File: config.mk
export PLATFORM = sky130hd
export DESIGN_NAME = btn_conditioner
export DESIGN_NICKNAME = d
export VERILOG_FILES = /design/src/rtl/btn_conditioner.sv
export SDC_FILE = /design/constraint.sdc
export NUM_CORES = 1
export LEC_CHECK = 0
export BUFFER_PORTS_ARGS = -buffer_cell sky130_fd_sc_hd__buf_2
export CAP_MARGIN = 25
export CORE_ASPECT_RATIO = 1.1
export CORE_MARGIN = 1
export CORE_UTILIZATION = 50
export CTS_CLUSTER_DIAMETER = 100
export DETAILED_ROUTE_END_ITERATION = 6
export GPL_ROUTABILITY_DRIVEN = 1
export GPL_TIMING_DRIVEN = 0
export PLACE_DENSITY = 0.77
export SLEW_MARGIN = 20
export SYNTH_ARGS = -nofsm -noshare
export SYNTH_HDL_FRONTEND = slang
export SYNTH_SLANG_ARGS = --single-unit
File: constraint.sdc
create_clock -name clk_100MHz -period 5.3 [get_ports clk_100MHz]
set_input_delay 0 -clock clk_100MHz [delete_from_list [all_inputs] [get_ports clk_100MHz]]
set_output_delay 0 -clock clk_100MHz [all_outputs]
set_load 0.02 [all_outputs]
File: src/rtl/btn_conditioner.sv
// rtl/btn_conditioner.sv - N-channel push-button synchroniser, debouncer, edge strobes and auto-repeat
//
// Purpose: one instance conditions every board button. Each channel is fully
// independent: synchroniser chain, debounce counter, repeat timer and FSM.
//
// Ports:
//   clk_100MHz   in   1      system clock
//   reset        in   1      synchronous, active-high reset
//   btn_in       in   N_BTN  raw asynchronous button levels, active-high
//   repeat_en    in   N_BTN  per-channel auto-repeat enable
//   btn_level    out  N_BTN  debounced level
//   btn_press    out  N_BTN  one-cycle strobe on debounced 0->1
//   btn_release  out  N_BTN  one-cycle strobe on debounced 1->0
//   btn_step     out  N_BTN  one-cycle strobe on press and on each auto-repeat

module btn_conditioner #(
    parameter int N_BTN           = 5,
    parameter int SYNC_STAGES     = 2,
    parameter int DEBOUNCE_CYCLES = 1_000_000,
    parameter int REPEAT_DELAY    = 50_000_000,
    parameter int REPEAT_RATE     = 10_000_000
) (
    input  logic             clk_100MHz,
    input  logic             reset,
    input  logic [N_BTN-1:0] btn_in,
    input  logic [N_BTN-1:0] repeat_en,
    output logic [N_BTN-1:0] btn_level,
    output logic [N_BTN-1:0] btn_press,
    output logic [N_BTN-1:0] btn_release,
    output logic [N_BTN-1:0] btn_step
);

    localparam int DW    = $clog2(DEBOUNCE_CYCLES);
    localparam int R_MAX = (REPEAT_DELAY > REPEAT_RATE) ? REPEAT_DELAY : REPEAT_RATE;
    localparam int RW    = $clog2(R_MAX);

    localparam logic [DW-1:0] D_LAST  = DW'(DEBOUNCE_CYCLES - 1);
    localparam logic [RW-1:0] RD_LAST = RW'(REPEAT_DELAY - 1);
    localparam logic [RW-1:0] RR_LAST = RW'(REPEAT_RATE - 1);

    typedef enum logic [1:0] {
        R_IDLE,
        R_DELAY,
        R_REPEAT
    } rstate_t;

    for (genvar i = 0; i < N_BTN; i++) begin : g_ch
        logic [SYNC_STAGES-1:0] sync_sr;
        logic                   sync;
        logic                   stable;
        logic [DW-1:0]          dcnt;
        logic                   press_r;
        logic                   release_r;
        logic                   step_r;
        logic [RW-1:0]          rcnt;
        rstate_t                state;

        logic accept;
        logic press_evt;
        logic rel_evt;

        assign sync = sync_sr[SYNC_STAGES-1];

        // The new level is accepted on the edge that sees the final count while
        // the synchronised input still differs; stable and the strobes update
        // together so press/release coincide with the first new btn_level cycle.
        assign accept    = (sync != stable) && (dcnt == D_LAST);
        assign press_evt = accept && sync;
        assign rel_evt   = accept && !sync;

        always_ff @(posedge clk_100MHz) begin
            if (reset) begin
                sync_sr   <= '0;
                stable    <= 1'b0;
                dcnt      <= '0;
                press_r   <= 1'b0;
                release_r <= 1'b0;
            end else begin
                sync_sr   <= {sync_sr[SYNC_STAGES-2:0], btn_in[i]};
                press_r   <= press_evt;
                release_r <= rel_evt;
                if (sync == stable) begin
                    dcnt <= '0;
                end else if (accept) begin
                    stable <= sync;
                    dcnt   <= '0;
                end else begin
                    dcnt <= dcnt + DW'(1);
                end
            end
        end

        // Repeat FSM. Release or a dropped enable wins over timer expiry, so no
        // step is emitted in the exit cycle.
        always_ff @(posedge clk_100MHz) begin
            if (reset) begin
                state  <= R_IDLE;
                rcnt   <= '0;
                step_r <= 1'b0;
            end else begin
                step_r <= 1'b0;
                case (state)
                    R_IDLE: begin
                        if (press_evt) begin
                            step_r <= 1'b1;
                            if (repeat_en[i]) begin
                                state <= R_DELAY;
                                rcnt  <= '0;
                            end
                        end
                    end
                    R_DELAY: begin
                        if (rel_evt || !repeat_en[i]) begin
                            state <= R_IDLE;
                        end else if (rcnt == RD_LAST) begin
                            step_r <= 1'b1;
                            rcnt   <= '0;
                            state  <= R_REPEAT;
                        end else begin
                            rcnt <= rcnt + RW'(1);
                        end
                    end
                    R_REPEAT: begin
                        if (rel_evt || !repeat_en[i]) begin
                            state <= R_IDLE;
                        end else if (rcnt == RR_LAST) begin
                            step_r <= 1'b1;
                            rcnt   <= '0;
                        end else begin
                            rcnt <= rcnt + RW'(1);
                        end
                    end
                    default: begin
                        state <= R_IDLE;
                        rcnt  <= '0;
                    end
                endcase
            end
        end

        assign btn_level[i]   = stable;
        assign btn_press[i]   = press_r;
        assign btn_release[i] = release_r;
        assign btn_step[i]    = step_r;
    end

endmodule
==> metrics.cfg <==
[status]
status=complete, no violations

[clocking]
ctsResizeCount=0
h-tree-depth=1
cts_root_buf=clkbuf_16
cts_sinks=270
clk_latency_ns=0.57
cts_tree=yes
clkTransAtPathRegs_ns=0.06
cts_inserted_buffers=30
clock_path_buffers=3

[hold_path]
hp-class=in -> reg

[yosys]
synth_top_cells_by_area=dfxtp_1 38%, nor2_1 4.5%, nand3_1 4.4%
async_reset_ff_share_pct=0
synth_edf_count=0
avgSynthCellArea_um2=8.16
ys_seq_elements=270
synthFlopType=dfxtp_1
synth_top_area_share_pct=38.0
syn-num-nets=1784
yosysTopAreaCell=dfxtp_1
syn_area_um2=14200
ys_warn_count=0
synth_cells=1742
ys_types=81
synth_seq_area_share_pct=38.0

[grt]
grt-ovfl-total=0
grt_first_pass_wirelength_mm=59.3
grtUsageTotal_pct=24.6
grt_util_met2_pct=42.6
grt_max_degree=16
grt_util_met1_pct=30.2
antenna_found_initial=0
busiest_layer=met2
grt_pass1_vias=12500
use_met3_pct=3.82

[worst_setup_path]
crit_path_top_delay_cell=o41ai_2
crit_type=reg -> reg
crit_family=compound AO/OA/AOI/OAI gates
arrival_ns=3.69
crit_buf_inv=2
crit_chain=ha_1, and4_1, clkbuf_1, nand4_1, o41ai_2, a21oi_1, clkbuf_1, o21ai_2, nor2_1
start_kind=flip-flop
end_kind=flip-flop
cpMostUsedCell=clkbuf_1
critPathMaxFanout=10
cp.required_ns=5.73
critPathMaxStageDelay_ns=0.78

[floorplanning]
start_util_pct=51.0
coreArea_um2=27900
rows=64
fp.dieW_um=163
fp.dieH_um=179
die_area_um2=29100
ios=32

[pwr]
ir_worst_vdd_mv=0.320
p_per_area_nw_per_um2=275
p_leak_nw=5.18

[cells_and_area]
layout_common_cells=270 x dfxtp_1, 169 x nor2_1, 138 x nand2_1
final_common_cell=dfxtp_1
syn2layout_area_growth_pct=12.5
drive_gt1_share_pct=8.11
final_util_pct=57.4
nets=1858
diodes=0

[sta]
setup_ws_ns=2.04
max_slew_margin_pct=34.3
worst_pin_slew_ns=0.977
maxSlewViolCount=0
timing.setup.tns_ns=0
fin_skew_ns=0.0208
hold_violations=0
final-setup-viol-count=0
period_needed_ns=3.26
timing.final.crit_share_pct=61.5
rsz0062_at_grt=false
fmax_mhz=307

[placement]
gp_congestion=0.940
port_buffers=31
place_ws_ns=2.11
dpl.hpwl_mm=24.9

[routing]
routed_wl_mm=36.3
vias=13500
drt-vias-per-instance=6.14
drc=0
dr.pass1.iters=6
ant_nets=0
wl_per_cell_um=16.5
dr.first_iter.drc_count=1181

[job]
drv_cap=0

[per-stage QoR]
step / area, µm² / total power, W / hold WS (ns) / std cells
finish: 16000 / 0.00439 / 0.0998 / 2201
global route: 16000 / 0.00451 / 0.118 / 2201
CTS: 16000 / 0.00442 / 0.0931 / 2201
detailed placement: 14800 / 0.00221 / 0.217 / 2137
global placement: 14800 / 0.00221 / 0.215 / 2136
floorplan: 14200 / 0.00216 / 0.128 / 1742
[kinds of logic after synthesis]
kind of cell | synth area share [%]
DFF | 38.0
AOI/OAI and AO/OA | 15.9
buffers and inverters | 6.39
xor gates and xnor gates | 6.16
adders and majority gates | 2.64
muxes | 0.493
and+or+nand+nor | 30.4
[flip-flops by register name (all words and copies together) (netlist names)]
register	cells
g_ch.release_r	5
g_ch.state	10
g_ch.press_r	5
g_ch.sync_sr	10
g_ch.step_r	5
g_ch.stable	5
g_ch.rcnt	130
g_ch.dcnt	100
[path summary, 6_finish.rpt]
path,start,end,slack [ns],cells past startpoint
setup / recovery,g_ch[0].rcnt[0],g_ch[0].rcnt[20],2.04,9
hold / removal,reset,g_ch[2].rcnt[16],0.1,4
setup reg to reg,g_ch[0].rcnt[0],g_ch[0].rcnt[20],2.04,9
hold reg to reg,g_ch[4].sync_sr[0],g_ch[4].sync_sr[1],0.44,1
[layer usage]
layer  vias to the layer above  share of wire (%)
li1                       6528                  -
met2                       531                 47
met4                         0                3.5
met3                       107                6.9
met1                      6339                 43
met5                         -                  0
[tightest hold or removal path: stages]
cell,delay (ns)
buf_2,0.13
clkinv_1,0.22
and3_1,0.20
a31o_2,0.09
[Yosys cell counts, types with 5 or more instances]
cell type    n
nor4b_1     15
nand2b_1     7
mux2i_1      7
xor2_1      58
nand3_1    124
o21ai_0     31
nand2_1    138
and3_1      37
o2111ai_1    5
nand4_1     72
buf_4       25
o211ai_1    11
nor2_1     169
and4_1      23
buf_2        5
ha_1        30
dfxtp_1    270
a21oi_1    113
nor2b_1     17
or4_1       21
nor3_1      32
a311oi_1     8
or2_2       12
nand4b_1     9
clkbuf_1    60
nor4bb_1     7
inv_1      106
a31oi_1     18
buf_6        5
and2_1      17
nor4_1      20
or3_1       48
a211oi_1    12
nand3b_1    10
o31ai_1     14
or4b_1       5
xnor2_1     42
o32ai_1     62
[area by class of cell]
| type | instances | area, µm² |
|---|---|---|
| buffer | 98 | 507 |
| tap | 363 | 454 |
| clock buffer | 40 | 848 |
| fill | 2482 | 11900 |
| multi-input combinational | 1267 | 7900 |
| timing repair buffer | 42 | 260 |
| sequential | 270 | 5410 |
| inverter | 107 | 402 |
| clock inverter | 14 | 213 |
[report_power, final]
part	internal [W]	switching, W
Clock	0.00136	0.000856
Sequential	0.00204	0.00000489
Combinational	0.0000337	0.0000975
[timing repair]
item / in CTS / in global routing
endpoints found under the setup margin: 0 / 0
hold buffers: 10 / 0
buffers inserted: 0 / 0
endpoints found under the hold margin: 18 / 0
(Power assumes the default switching activity.)
